<file path="config.mk">
export PLATFORM = sky130hd
export DESIGN_NAME = tick_period_mon_flat
export DESIGN_NICKNAME = d
export VERILOG_FILES = /design/src/rtl/tick_mon_pkg.sv /design/src/rtl/tick_period_mon_if.sv /design/src/rtl/tick_intv_cnt.sv /design/src/rtl/tick_period_mon.sv /design/src/flat_wrapper.sv
export SDC_FILE = /design/constraint.sdc
export NUM_CORES = 1
export LEC_CHECK = 0
export ABC_AREA = 1
export BUFFER_PORTS_ARGS = -buffer_cell sky130_fd_sc_hd__buf_4
export CAP_MARGIN = 20
export CORE_ASPECT_RATIO = 0.75
export CORE_MARGIN = 2
export CORE_UTILIZATION = 45
export DETAILED_ROUTE_END_ITERATION = 8
export GPL_ROUTABILITY_DRIVEN = 0
export PLACE_DENSITY = 0.69
export SYNTH_ARGS = -nofsm -noshare
export SYNTH_HDL_FRONTEND = slang
export SYNTH_SLANG_ARGS = --single-unit
</file>
<file path="constraint.sdc">
create_clock -name clk -period 3.5 [get_ports clk]
set_input_delay 0 -clock clk [delete_from_list [all_inputs] [get_ports clk]]
set_output_delay 0 -clock clk [all_outputs]
set_load 0.03 [all_outputs]
</file>
<file path="src/rtl/tick_mon_pkg.sv">
`default_nettype none
// ============================================================================
// Module      : tick_mon_pkg
// Description : Shared types, defaults and helpers for the tick period monitor.
// Revision    : 1.0 - initial release
// ============================================================================
package tick_mon_pkg;

    typedef enum logic [1:0] {
        ST_IDLE   = 2'd0,
        ST_SEEK   = 2'd1,
        ST_TRACK  = 2'd2,
        ST_LOCKED = 2'd3
    } mon_state_e;

    localparam int PERIOD_DEF = 5;
    localparam int LOCK_N_DEF = 4;

    // True when value is representable in an unsigned field of the given width.
    function automatic bit fits_width(input int unsigned value, input int unsigned width);
        return (width >= 32) || (value < (32'd1 << width));
    endfunction

endpackage
`default_nettype wire

</file>
<file path="src/rtl/tick_period_mon_if.sv">
`default_nettype none
// ============================================================================
// Module      : tick_period_mon_if
// Description : Stimulus/status bundle between a tick source side and the monitor.
// Revision    : 1.0 - initial release
// ============================================================================
interface tick_period_mon_if #(
    parameter int CNT_W = 10,
    parameter int ERR_W = 8
);
    logic             en;
    logic             hit_in;
    logic             locked;
    logic             err_pulse;
    logic             miss;
    logic [CNT_W-1:0] last_intv;
    logic [ERR_W-1:0] err_cnt;

    modport master (
        output en, hit_in,
        input  locked, err_pulse, miss, last_intv, err_cnt
    );

    modport slave (
        input  en, hit_in,
        output locked, err_pulse, miss, last_intv, err_cnt
    );
endinterface
`default_nettype wire

</file>
<file path="src/rtl/tick_intv_cnt.sv">
`default_nettype none
// ============================================================================
// Module      : tick_intv_cnt
// Description : Saturating hit-to-hit interval counter with period compare flags.
// Revision    : 1.0 - initial release
// ============================================================================
module tick_intv_cnt #(
    parameter int CNT_W  = 10,
    parameter int PERIOD = 5
) (
    input  wire logic             clk,
    input  wire logic             rst,
    input  wire logic             i_clr,
    input  wire logic             i_load,
    output logic      [CNT_W-1:0] o_cnt,
    output logic                  o_at_period,
    output logic                  o_early
);
    localparam logic [CNT_W-1:0] c_PERIOD = CNT_W'(PERIOD);
    localparam logic [CNT_W-1:0] c_ONE    = CNT_W'(1);

    logic [CNT_W-1:0] r_cnt;

    always_ff @(posedge clk) begin
        if (rst || i_clr) begin
            r_cnt <= '0;
        end else if (i_load) begin
            r_cnt <= c_ONE;
        end else if (r_cnt != '1) begin
            r_cnt <= r_cnt + c_ONE;
        end
    end

    assign o_cnt       = r_cnt;
    assign o_at_period = (r_cnt == c_PERIOD);
    assign o_early     = (r_cnt < c_PERIOD);
endmodule
`default_nettype wire

</file>
<file path="src/rtl/tick_period_mon.sv">
`default_nettype none
// ============================================================================
// Module      : tick_period_mon
// Description : Checks a periodic hit stream against PERIOD, tracks lock and errors.
// Revision    : 1.0 - initial release
// ============================================================================
module tick_period_mon
    import tick_mon_pkg::*;
#(
    parameter int PERIOD = PERIOD_DEF,
    parameter int CNT_W  = 10,
    parameter int LOCK_N = LOCK_N_DEF,
    parameter int ERR_W  = 8
) (
    input wire logic        clk,
    input wire logic        rst,
    tick_period_mon_if.slave bus
);
    localparam logic [3:0] c_LOCK_N = 4'(LOCK_N);

    generate
        if (!fits_width(PERIOD, CNT_W) || PERIOD < 2) begin : g_bad_period
            $error("tick_period_mon: PERIOD out of range for CNT_W");
        end
        if (LOCK_N < 1 || LOCK_N > 15) begin : g_bad_lock_n
            $error("tick_period_mon: LOCK_N must be 1..15");
        end
    endgenerate

    mon_state_e       r_state;
    logic [3:0]       r_good;
    logic             r_locked;
    logic             r_err_pulse;
    logic             r_miss;
    logic [CNT_W-1:0] r_last_intv;
    logic [ERR_W-1:0] r_err_cnt;

    logic [CNT_W-1:0] w_cnt;
    logic             w_at_period;
    logic             w_early;
    logic             w_tracking;
    logic             w_good_hit;
    logic             w_early_err;
    logic             w_miss_err;
    logic             w_load;

    assign w_tracking  = bus.en && (r_state == ST_TRACK || r_state == ST_LOCKED);
    assign w_good_hit  = w_tracking && bus.hit_in && w_at_period;
    assign w_early_err = w_tracking && bus.hit_in && w_early;
    // A hit that arrives late never gets here: the timeout at PERIOD fires first.
    assign w_miss_err  = w_tracking && !bus.hit_in && w_at_period;
    assign w_load      = bus.en && bus.hit_in && (r_state != ST_IDLE);

    tick_intv_cnt #(
        .CNT_W  (CNT_W),
        .PERIOD (PERIOD)
    ) u_intv_cnt (
        .clk         (clk),
        .rst         (rst),
        .i_clr       (!bus.en),
        .i_load      (w_load),
        .o_cnt       (w_cnt),
        .o_at_period (w_at_period),
        .o_early     (w_early)
    );

    always_ff @(posedge clk) begin
        if (rst) begin
            r_state     <= ST_IDLE;
            r_good      <= '0;
            r_locked    <= 1'b0;
            r_err_pulse <= 1'b0;
            r_miss      <= 1'b0;
            r_last_intv <= '0;
            r_err_cnt   <= '0;
        end else begin
            r_err_pulse <= w_early_err || w_miss_err;
            r_miss      <= w_miss_err;
            if ((w_early_err || w_miss_err) && (r_err_cnt != '1)) begin
                r_err_cnt <= r_err_cnt + ERR_W'(1);
            end

            if (!bus.en) begin
                r_state  <= ST_IDLE;
                r_good   <= '0;
                r_locked <= 1'b0;
            end else begin
                case (r_state)
                    ST_IDLE: begin
                        r_state  <= ST_SEEK;
                        r_locked <= 1'b0;
                    end
                    ST_SEEK: begin
                        if (bus.hit_in) begin
                            r_state <= ST_TRACK;
                            r_good  <= '0;
                        end
                    end
                    default: begin
                        if (w_early_err) begin
                            r_last_intv <= w_cnt;
                            r_good      <= '0;
                            r_state     <= ST_TRACK;
                            r_locked    <= 1'b0;
                        end else if (w_miss_err) begin
                            r_state  <= ST_SEEK;
                            r_locked <= 1'b0;
                        end else if (w_good_hit) begin
                            r_last_intv <= w_cnt;
                            if (r_state == ST_TRACK) begin
                                r_good <= r_good + 4'd1;
                                if (r_good + 4'd1 == c_LOCK_N) begin
                                    r_state  <= ST_LOCKED;
                                    r_locked <= 1'b1;
                                end
                            end
                        end
                    end
                endcase
            end
        end
    end

    assign bus.locked    = r_locked;
    assign bus.err_pulse = r_err_pulse;
    assign bus.miss      = r_miss;
    assign bus.last_intv = r_last_intv;
    assign bus.err_cnt   = r_err_cnt;
endmodule
`default_nettype wire
</file>
<file path="src/flat_wrapper.sv">
// flat-port wrapper written by rule: the top's interface ports become plain ports
module tick_period_mon_flat import tick_mon_pkg::*;
#(
    parameter int PERIOD = PERIOD_DEF,
    parameter int CNT_W  = 10,
    parameter int LOCK_N = LOCK_N_DEF,
    parameter int ERR_W  = 8
)
  (clk, rst, bus_en, bus_hit_in, bus_locked, bus_err_pulse, bus_miss, bus_last_intv, bus_err_cnt);
  tick_period_mon_if #(.CNT_W(CNT_W), .ERR_W(ERR_W)) bus_i ();
  input wire logic clk;
  input wire logic rst;
  input wire logic [$bits(bus_i.en)-1:0] bus_en;
  input wire logic [$bits(bus_i.hit_in)-1:0] bus_hit_in;
  output wire logic [$bits(bus_i.locked)-1:0] bus_locked;
  output wire logic [$bits(bus_i.err_pulse)-1:0] bus_err_pulse;
  output wire logic [$bits(bus_i.miss)-1:0] bus_miss;
  output wire logic [$bits(bus_i.last_intv)-1:0] bus_last_intv;
  output wire logic [$bits(bus_i.err_cnt)-1:0] bus_err_cnt;
  assign bus_i.en = bus_en;
  assign bus_i.hit_in = bus_hit_in;
  assign bus_locked = bus_i.locked;
  assign bus_err_pulse = bus_i.err_pulse;
  assign bus_miss = bus_i.miss;
  assign bus_last_intv = bus_i.last_intv;
  assign bus_err_cnt = bus_i.err_cnt;
  tick_period_mon #(.PERIOD(PERIOD), .CNT_W(CNT_W), .LOCK_N(LOCK_N), .ERR_W(ERR_W)) u_core (.clk(clk), .rst(rst), .bus(bus_i));
endmodule
</file>
==> results of run 1 <==
## worst max-delay path, cell delays in order (launching register included)
cell     delay (ns)
dfxtp_1        0.39
inv_1          0.09
ha_1           0.21
nor2_1         0.24
nor2_4         0.06
nand2_1        0.12
nor2_4         0.05
nand2_4        0.12
nand2_4        0.06
nand2_2        0.19
inv_1          0.11
nor2_1         0.09
nor2_1         0.05
## how the worst max path moves through the flow
stage | to | from | cells past startpoint | slack (ns)
floorplan | u_core.bus.last_intv[2] | u_core.r_state[0] | 11 | 1.85
global placement | u_core.bus.last_intv[2] | u_core.r_state[0] | 12 | 1.70
detailed placement | u_core.bus.last_intv[1] | u_core.r_state[0] | 12 | 1.61
CTS | u_core.bus.last_intv[1] | u_core.r_state[0] | 12 | 1.58
finish | u_core.bus.last_intv[1] | u_core.r_state[0] | 12 | 1.60
global route | u_core.bus.last_intv[1] | u_core.r_state[0] | 11 | 1.43
## final cells by class
| type | instances | area (sq um) |
|---|---|---|
| Fill cell | 423 | 1820 |
| Multi-Input combinational cell | 189 | 1080 |
| Sequential cell | 37 | 741 |
| Timing Repair Buffer | 25 | 190 |
| Inverter | 46 | 173 |
| Clock buffer | 6 | 72.6 |
| Tap cell | 55 | 68.8 |
| Clock inverter | 2 | 10.0 |
## placed cells by master, fill, tap and decap left out, drive strengths merged
master | Yosys | routed
clkbuf | 1 | 6
o21ai | 9 | 9
nor2 | 37 | 37
nand3b | 1 | 1
clkinv | 1 | 3
a21oi | 19 | 19
o21bai | 3 | 3
nand2 | 56 | 56
inv | 45 | 45
dfxtp | 37 | 37
a221oi | 1 | 1
nor3 | 9 | 9
ha | 10 | 10
dlygate4sd3 | 0 | 1
a211oi | 1 | 1
buf | 1 | 24
nor3b | 1 | 1
or2 | 1 | 1
xnor2 | 3 | 3
nand3 | 30 | 30
xor2 | 6 | 6
nand4 | 2 | 2
## metrics by stage
stage          worst slack, ns  hold WS (ns)   util  cell area [sq um]  power [mW]
2_1_floorplan             1.85         0.185      -               2010       0.477
3_3_place_gp              1.70         0.261  0.539               2240       0.491
3_5_place_dp              1.61         0.264  0.539               2240       0.491
4_1_cts                   1.58         0.147  0.562               2330       0.780
5_1_grt                   1.43         0.171  0.562               2330       0.811
6_report                  1.60         0.152  0.562               2330       0.773
## metal layers
| metal | global-route usage | vias to the layer above | routed length, um |
|---|---|---|---|
| li1 | - | 927 | - |
| met1 | 0.263 | 764 | 2200 |
| met2 | 0.249 | 35 | 1630 |
| met3 | 0.0491 | 4 | 202 |
| met4 | 0.0654 | 0 | 25 |
| met5 | 0 | - | 0 |
## logic make-up after synthesis
family                   count (synthesis)  synth area share
AO/OA/AOI/OAI                           33            0.0985
adder cells (fa/ha/maj)                 10            0.0623
flip-flops                              37             0.369
XOR/XNOR                                 9            0.0393
buffers and inverters                   48            0.0935
AND/OR/NAND/NOR                        137             0.337
## power by group through the flow
stage | clock [mW] | combinational (mW) | sequential [mW]
global route | 0.321 | 0.0624 | 0.427
CTS | 0.298 | 0.0557 | 0.427
detailed placement | 0 | 0.0537 | 0.437
floorplan | 0 | 0.0403 | 0.437
global placement | 0 | 0.0544 | 0.437
finish | 0.290 | 0.0555 | 0.427
## registers in the layout (all words and copies together) (netlist names)
| register | count |
|---|---|
| u_core.bus.err_cnt | 8 |
| u_core.bus.locked | 1 |
| u_core.u_intv_cnt.o_cnt | 10 |
| u_core.r_state | 2 |
| u_core.bus.last_intv | 10 |
| u_core.bus.miss | 1 |
| u_core.bus.err_pulse | 1 |
| u_core.r_good | 4 |
==> flow_metrics.env, run 1 <==
export IMPL_cp_max_fo=11
export IMPL_synth_most_common_cell="nand2_1"
export IMPL_reg2reg_slack_ns=1.60
export IMPL_grt_overflow=0
export IMPL_htreeDepth=2
export IMPL_cts_buffer_depth=2
export IMPL_seqPwrFrac=0.553
export IMPL_startpoint_type="flip-flop"
export IMPL_clk_insertion_delay_late_ns=0.29
export IMPL_syn_inst=274
export IMPL_max_freq_ghz=0.526
export IMPL_p_leak_nw=1.07
export IMPL_cts_tree="done"
export IMPL_setup_viol=0
export IMPL_die_y_um=61.8
export IMPL_synth_area_leaders="dfxtp_1 (37%), nand2_1 (8.6%), inv_1 (7.9%), nand3_1 (7.0%), ha_1 (6.2%)"
export IMPL_synth_nets=288
export IMPL_drtIter0Drc=83
export IMPL_yosys_area_top_type="dfxtp_1"
export IMPL_hp_class="input port to flip-flop"
export IMPL_postRouteAntennaNets=0
export IMPL_r2r_start="u_core.r_state[0]"
export IMPL_fin_crit_ns=1.90
export IMPL_drive_gt1_frac=0.193
export IMPL_cp_required_ns=3.68
export IMPL_syn_to_final_growth_pct=16.3
export IMPL_async_flop_share=0
export IMPL_seq_area_frac_synth=0.369
export IMPL_io_pins=25
export IMPL_tns_ns=0
export IMPL_dp_hpwl_mm=3.11
export IMPL_grt_pass1_wl_mm=6.76
export IMPL_cts_root_buffer="clkbuf_8"
export IMPL_synth_cell_types=32
export IMPL_path_class="flip-flop to flip-flop"
export IMPL_worstReg2RegEnd="u_core.bus.last_intv[1]"
export IMPL_status="complete, no violations"
export IMPL_routed_via_density=4.81
export IMPL_post_cts_setup_buffers=0
export IMPL_layout_nets=318
export IMPL_synth_area_sq_mm=0.00201
export IMPL_crit_path_end_kind="flip-flop"
export IMPL_cts_hold_buf=1
export IMPL_dp_cells=351
export IMPL_ys_warn_count=0
export IMPL_dieArea_sq_mm=0.00502
export IMPL_drt_total_wl_mm=4.05
export IMPL_p_per_area_mw_per_mm2=331
export IMPL_start_util=0.483
export IMPL_coreArea_sq_mm=0.00415
export IMPL_slew_violations=0
export IMPL_holdPathStages=5
export IMPL_antenna_found_initial=0
export IMPL_whs_endpoint="u_core.bus.locked"
export IMPL_final_hold_viol_count=0
export IMPL_yosys_top_cells_count="nand2_1 (46), inv_1 (42), dfxtp_1 (37)"
export IMPL_swShare=0.248
export IMPL_grt_max_degree=13
export IMPL_route_detailed_drc=0
export IMPL_cap_violations=0
export IMPL_firstDrtPassIters=4
export IMPL_track_usage=0.179
export IMPL_reg2reg_depth=12
export IMPL_hp_start="bus_en"
export IMPL_synth_edf_count=0
export IMPL_ys_ff_latch=37
export IMPL_cts_repair_resize_count=0
export IMPL_clkPwrFrac=0.375
export IMPL_n_antenna_cell=0
export IMPL_vias=1730
export IMPL_p_sw_mw=0.192
export IMPL_clk_pin_slew_ns=0.07
export IMPL_max_slew_margin_rel=0.734
export IMPL_arrival_ns=2.08
export IMPL_cts_buffers=5
export IMPL_combPwrFrac=0.072
export IMPL_peakVddDrop_v=0.000196
export IMPL_tightest_slew_ns=0.398
export IMPL_grt_pass1_vias=1494
export IMPL_synth_ff_type="dfxtp_1"
export IMPL_cts_sinks=37
export IMPL_io_buffers=24
export IMPL_rsz0062_at_grt="false"
export IMPL_intPower_mw=0.581
export IMPL_skew_ns=0.00448
export IMPL_stdcell_count=360
export IMPL_placementRows=20
export IMPL_yosysTopAreaCellShare=0.369
export IMPL_syn_area_per_cell_sq_um=7.32
export IMPL_wl_per_cell_um=11.3
export IMPL_dieWidth_um=81.1
export IMPL_finalCritPeriodShare=0.543
No activity file was read; power rests on OpenSTA's default activity.
==> run 2: changes to the inputs <==
--- a/config.mk
+++ b/config.mk
@@ -13,7 +13,7 @@
 export CORE_UTILIZATION = 45
 export DETAILED_ROUTE_END_ITERATION = 8
 export GPL_ROUTABILITY_DRIVEN = 0
-export PLACE_DENSITY = 0.69
+export PLACE_DENSITY = 0.72
 export SYNTH_ARGS = -nofsm -noshare
 export SYNTH_HDL_FRONTEND = slang
 export SYNTH_SLANG_ARGS = --single-unit
==> constraint.sdc (replaced) <==
create_clock -name clk -period 1.65 [get_ports clk]
set_input_delay 0 -clock clk [delete_from_list [all_inputs] [get_ports clk]]
set_output_delay 0 -clock clk [all_outputs]
set_load 0.03 [all_outputs]
==> run 2 against run 1 <==
Effect of this change: fmax rose by 20%; first-iteration DRC count is 40% higher; clock power rose by 110%; non-clock buffer count up 21; highest routed layer unchanged; final cell count increased by 5.8%.
==> flow_metrics.env, run 2 (synthesis gave the netlist of run 1 again) <==
export IMPL_status="complete, no violations"
export IMPL_antenna_found_initial=0
export IMPL_die_y_um=61.8
export IMPL_dieWidth_um=81.1
export IMPL_routed_via_density=4.88
export IMPL_wl_per_cell_um=12.0
export IMPL_reg2reg_slack_ns=0.06
export IMPL_cp_required_ns=1.85
export IMPL_max_freq_ghz=0.630
export IMPL_io_buffers=24
export IMPL_total_power_mw=1.68
export IMPL_cts_buffer_depth=2
export IMPL_coreArea_sq_mm=0.00415
export IMPL_io_pins=25
export IMPL_startpoint_type="flip-flop"
export IMPL_track_usage=0.197
export IMPL_final_util=0.634
export IMPL_grt_pass1_wl_mm=7.60
export IMPL_holdPathStages=5
export IMPL_syn_to_final_growth_pct=31.2
export IMPL_n_antenna_cell=0
export IMPL_finalCritPeriodShare=0.963
export IMPL_layout_nets=339
export IMPL_p_sw_mw=0.425
export IMPL_max_slew_margin_rel=0.756
export IMPL_firstDrtPassIters=4
export IMPL_tns_ns=0
export IMPL_skew_ns=0.00887
export IMPL_route_detailed_drc=0
export IMPL_worstReg2RegEnd="u_core.r_good[3]"
export IMPL_cts_sinks=37
export IMPL_drt_total_wl_mm=4.58
export IMPL_postRouteAntennaNets=0
export IMPL_intPower_mw=1.26
export IMPL_stdcell_count=381
export IMPL_hp_class="input port to flip-flop"
export IMPL_tightest_slew_ns=0.363
export IMPL_setup_viol=0
export IMPL_fill_cells=380
export IMPL_cts_root_buffer="clkbuf_8"
export IMPL_hp_start="bus_en"
export IMPL_cp_max_fo=6
export IMPL_dp_hpwl_mm=3.47
export IMPL_dp_cells=371
export IMPL_drtIter0Drc=116
export IMPL_cts_tree="done"
export IMPL_critPathLaunch="u_core.r_state[0]"
export IMPL_grt_overflow=0
export IMPL_whs_endpoint="u_core.r_state[1]"
export IMPL_clk_insertion_delay_late_ns=0.29
export IMPL_reg2reg_depth=11
export IMPL_vias=1861
export IMPL_r2r_start="u_core.r_state[0]"
export IMPL_htreeDepth=2
export IMPL_peakVddDrop_v=0.000461
export IMPL_cts_buffers=5
export IMPL_clk_pin_slew_ns=0.08
export IMPL_combPwrFrac=0.093
export IMPL_drive_gt1_frac=0.322
export IMPL_crit_path_end_kind="flip-flop"
export IMPL_arrival_ns=1.78
export IMPL_regArea_sq_um=752
export IMPL_fin_crit_ns=1.59
export IMPL_grt_pass1_vias=1689
export IMPL_p_leak_nw=1.21
export IMPL_slew_violations=0
export IMPL_p_per_area_mw_per_mm2=639
export IMPL_final_cell_mix="nand2_1 (44), buf_4 (44), inv_1 (39), dfxtp_1 (32), nand3_1 (27)"
export IMPL_dieArea_sq_mm=0.00502
export IMPL_rsz0062_at_grt="true"
export IMPL_multi_input_area_sq_mm=0.00119
export IMPL_clkPwrFrac=0.368
export IMPL_final_area_sq_mm=0.00263
export IMPL_swShare=0.253
export IMPL_final_hold_viol_count=0
export IMPL_grt_max_degree=13
export IMPL_place_area_sq_mm=0.00241
export IMPL_seqPwrFrac=0.539
export IMPL_placementRows=20
export IMPL_start_util=0.483
export IMPL_cap_violations=0
export IMPL_path_class="flip-flop to flip-flop"
[run 2: changes by cell type in the layout (fill, tap and decap cells not counted), moves of 4 or more]
| cell | previous run | this run |
|---|---|---|
| buf_4 | 24 | 44 |
| nor2_2 | 4 | 8 |
| ha_1 | 10 | 5 |
| nor2_1 | 30 | 24 |
| dfxtp_1 | 37 | 32 |
[run 2: stage by stage]
step | hold slack [ns] | setup slack (ns)
6_report | 0.125 | 0.0616
5_1_grt | 0.146 | -0.0771
4_1_cts | 0.152 | 0.000876
3_5_place_dp | 0.265 | -0.0490
3_3_place_gp | 0.262 | 0.0248
2_1_floorplan | 0.185 | 0.0653
[run 2: worst max path at each step]
stage	endpoint	slack, ns	cells after the start
after global placement	u_core.bus.last_intv[2]	0.02	12
final	u_core.r_good[3]	0.06	11
after CTS	u_core.bus.last_intv[9]	0.0009	12
after global routing	u_core.bus.err_cnt[6]	-0.08	11
after floorplan	u_core.bus.err_cnt[2]	0.07	8
after detailed placement	u_core.bus.last_intv[1]	-0.05	12
[run 2: worst max-delay path, stage by stage, from the launching register on]
cell	delay [ns]
dfxtp_4	0.37
inv_4	0.06
ha_4	0.14
nor2_4	0.04
nor2_4	0.10
nand2_2	0.08
nor2_4	0.10
nand2_4	0.11
a21oi_4	0.23
nand2_4	0.10
o21ai_2	0.11
nor2_1	0.04
[run 2: what timing repair did]
item,in CTS,in global routing
hold buffers,1,0
endpoints found under the hold margin,6,0
gates cloned,0,0
endpoints found under the setup margin,16,33
setup buffers,0,1
resized for setup,3,33
pin swaps,0,5
[run 2: area by class of cell]
class | count | share of cell area
Clock buffer | 6 | 0.0276
Clock inverter | 2 | 0.00380
Inverter | 46 | 0.0665
Multi-Input combinational cell | 189 | 0.453
Sequential cell | 37 | 0.286
Tap cell | 55 | 0.0261
Timing Repair Buffer | 46 | 0.137
[run 2: power groups by stage]
stage	logic (mW)	registers, mW	clock network, mW
floorplan	0.0859	0.927	0
global placement	0.136	0.925	0
detailed placement	0.138	0.925	0
CTS	0.142	0.904	0.639
global route	0.175	0.907	0.674
finish	0.156	0.907	0.618
[run 2: layer usage]
metal	global-route usage	vias to the layer above	routed length, um
met1	0.274	862	2300
met4	0.0605	0	38
met2	0.306	28	2070
met5	0	-	0
li1	-	966	-
met3	0.0477	5	174
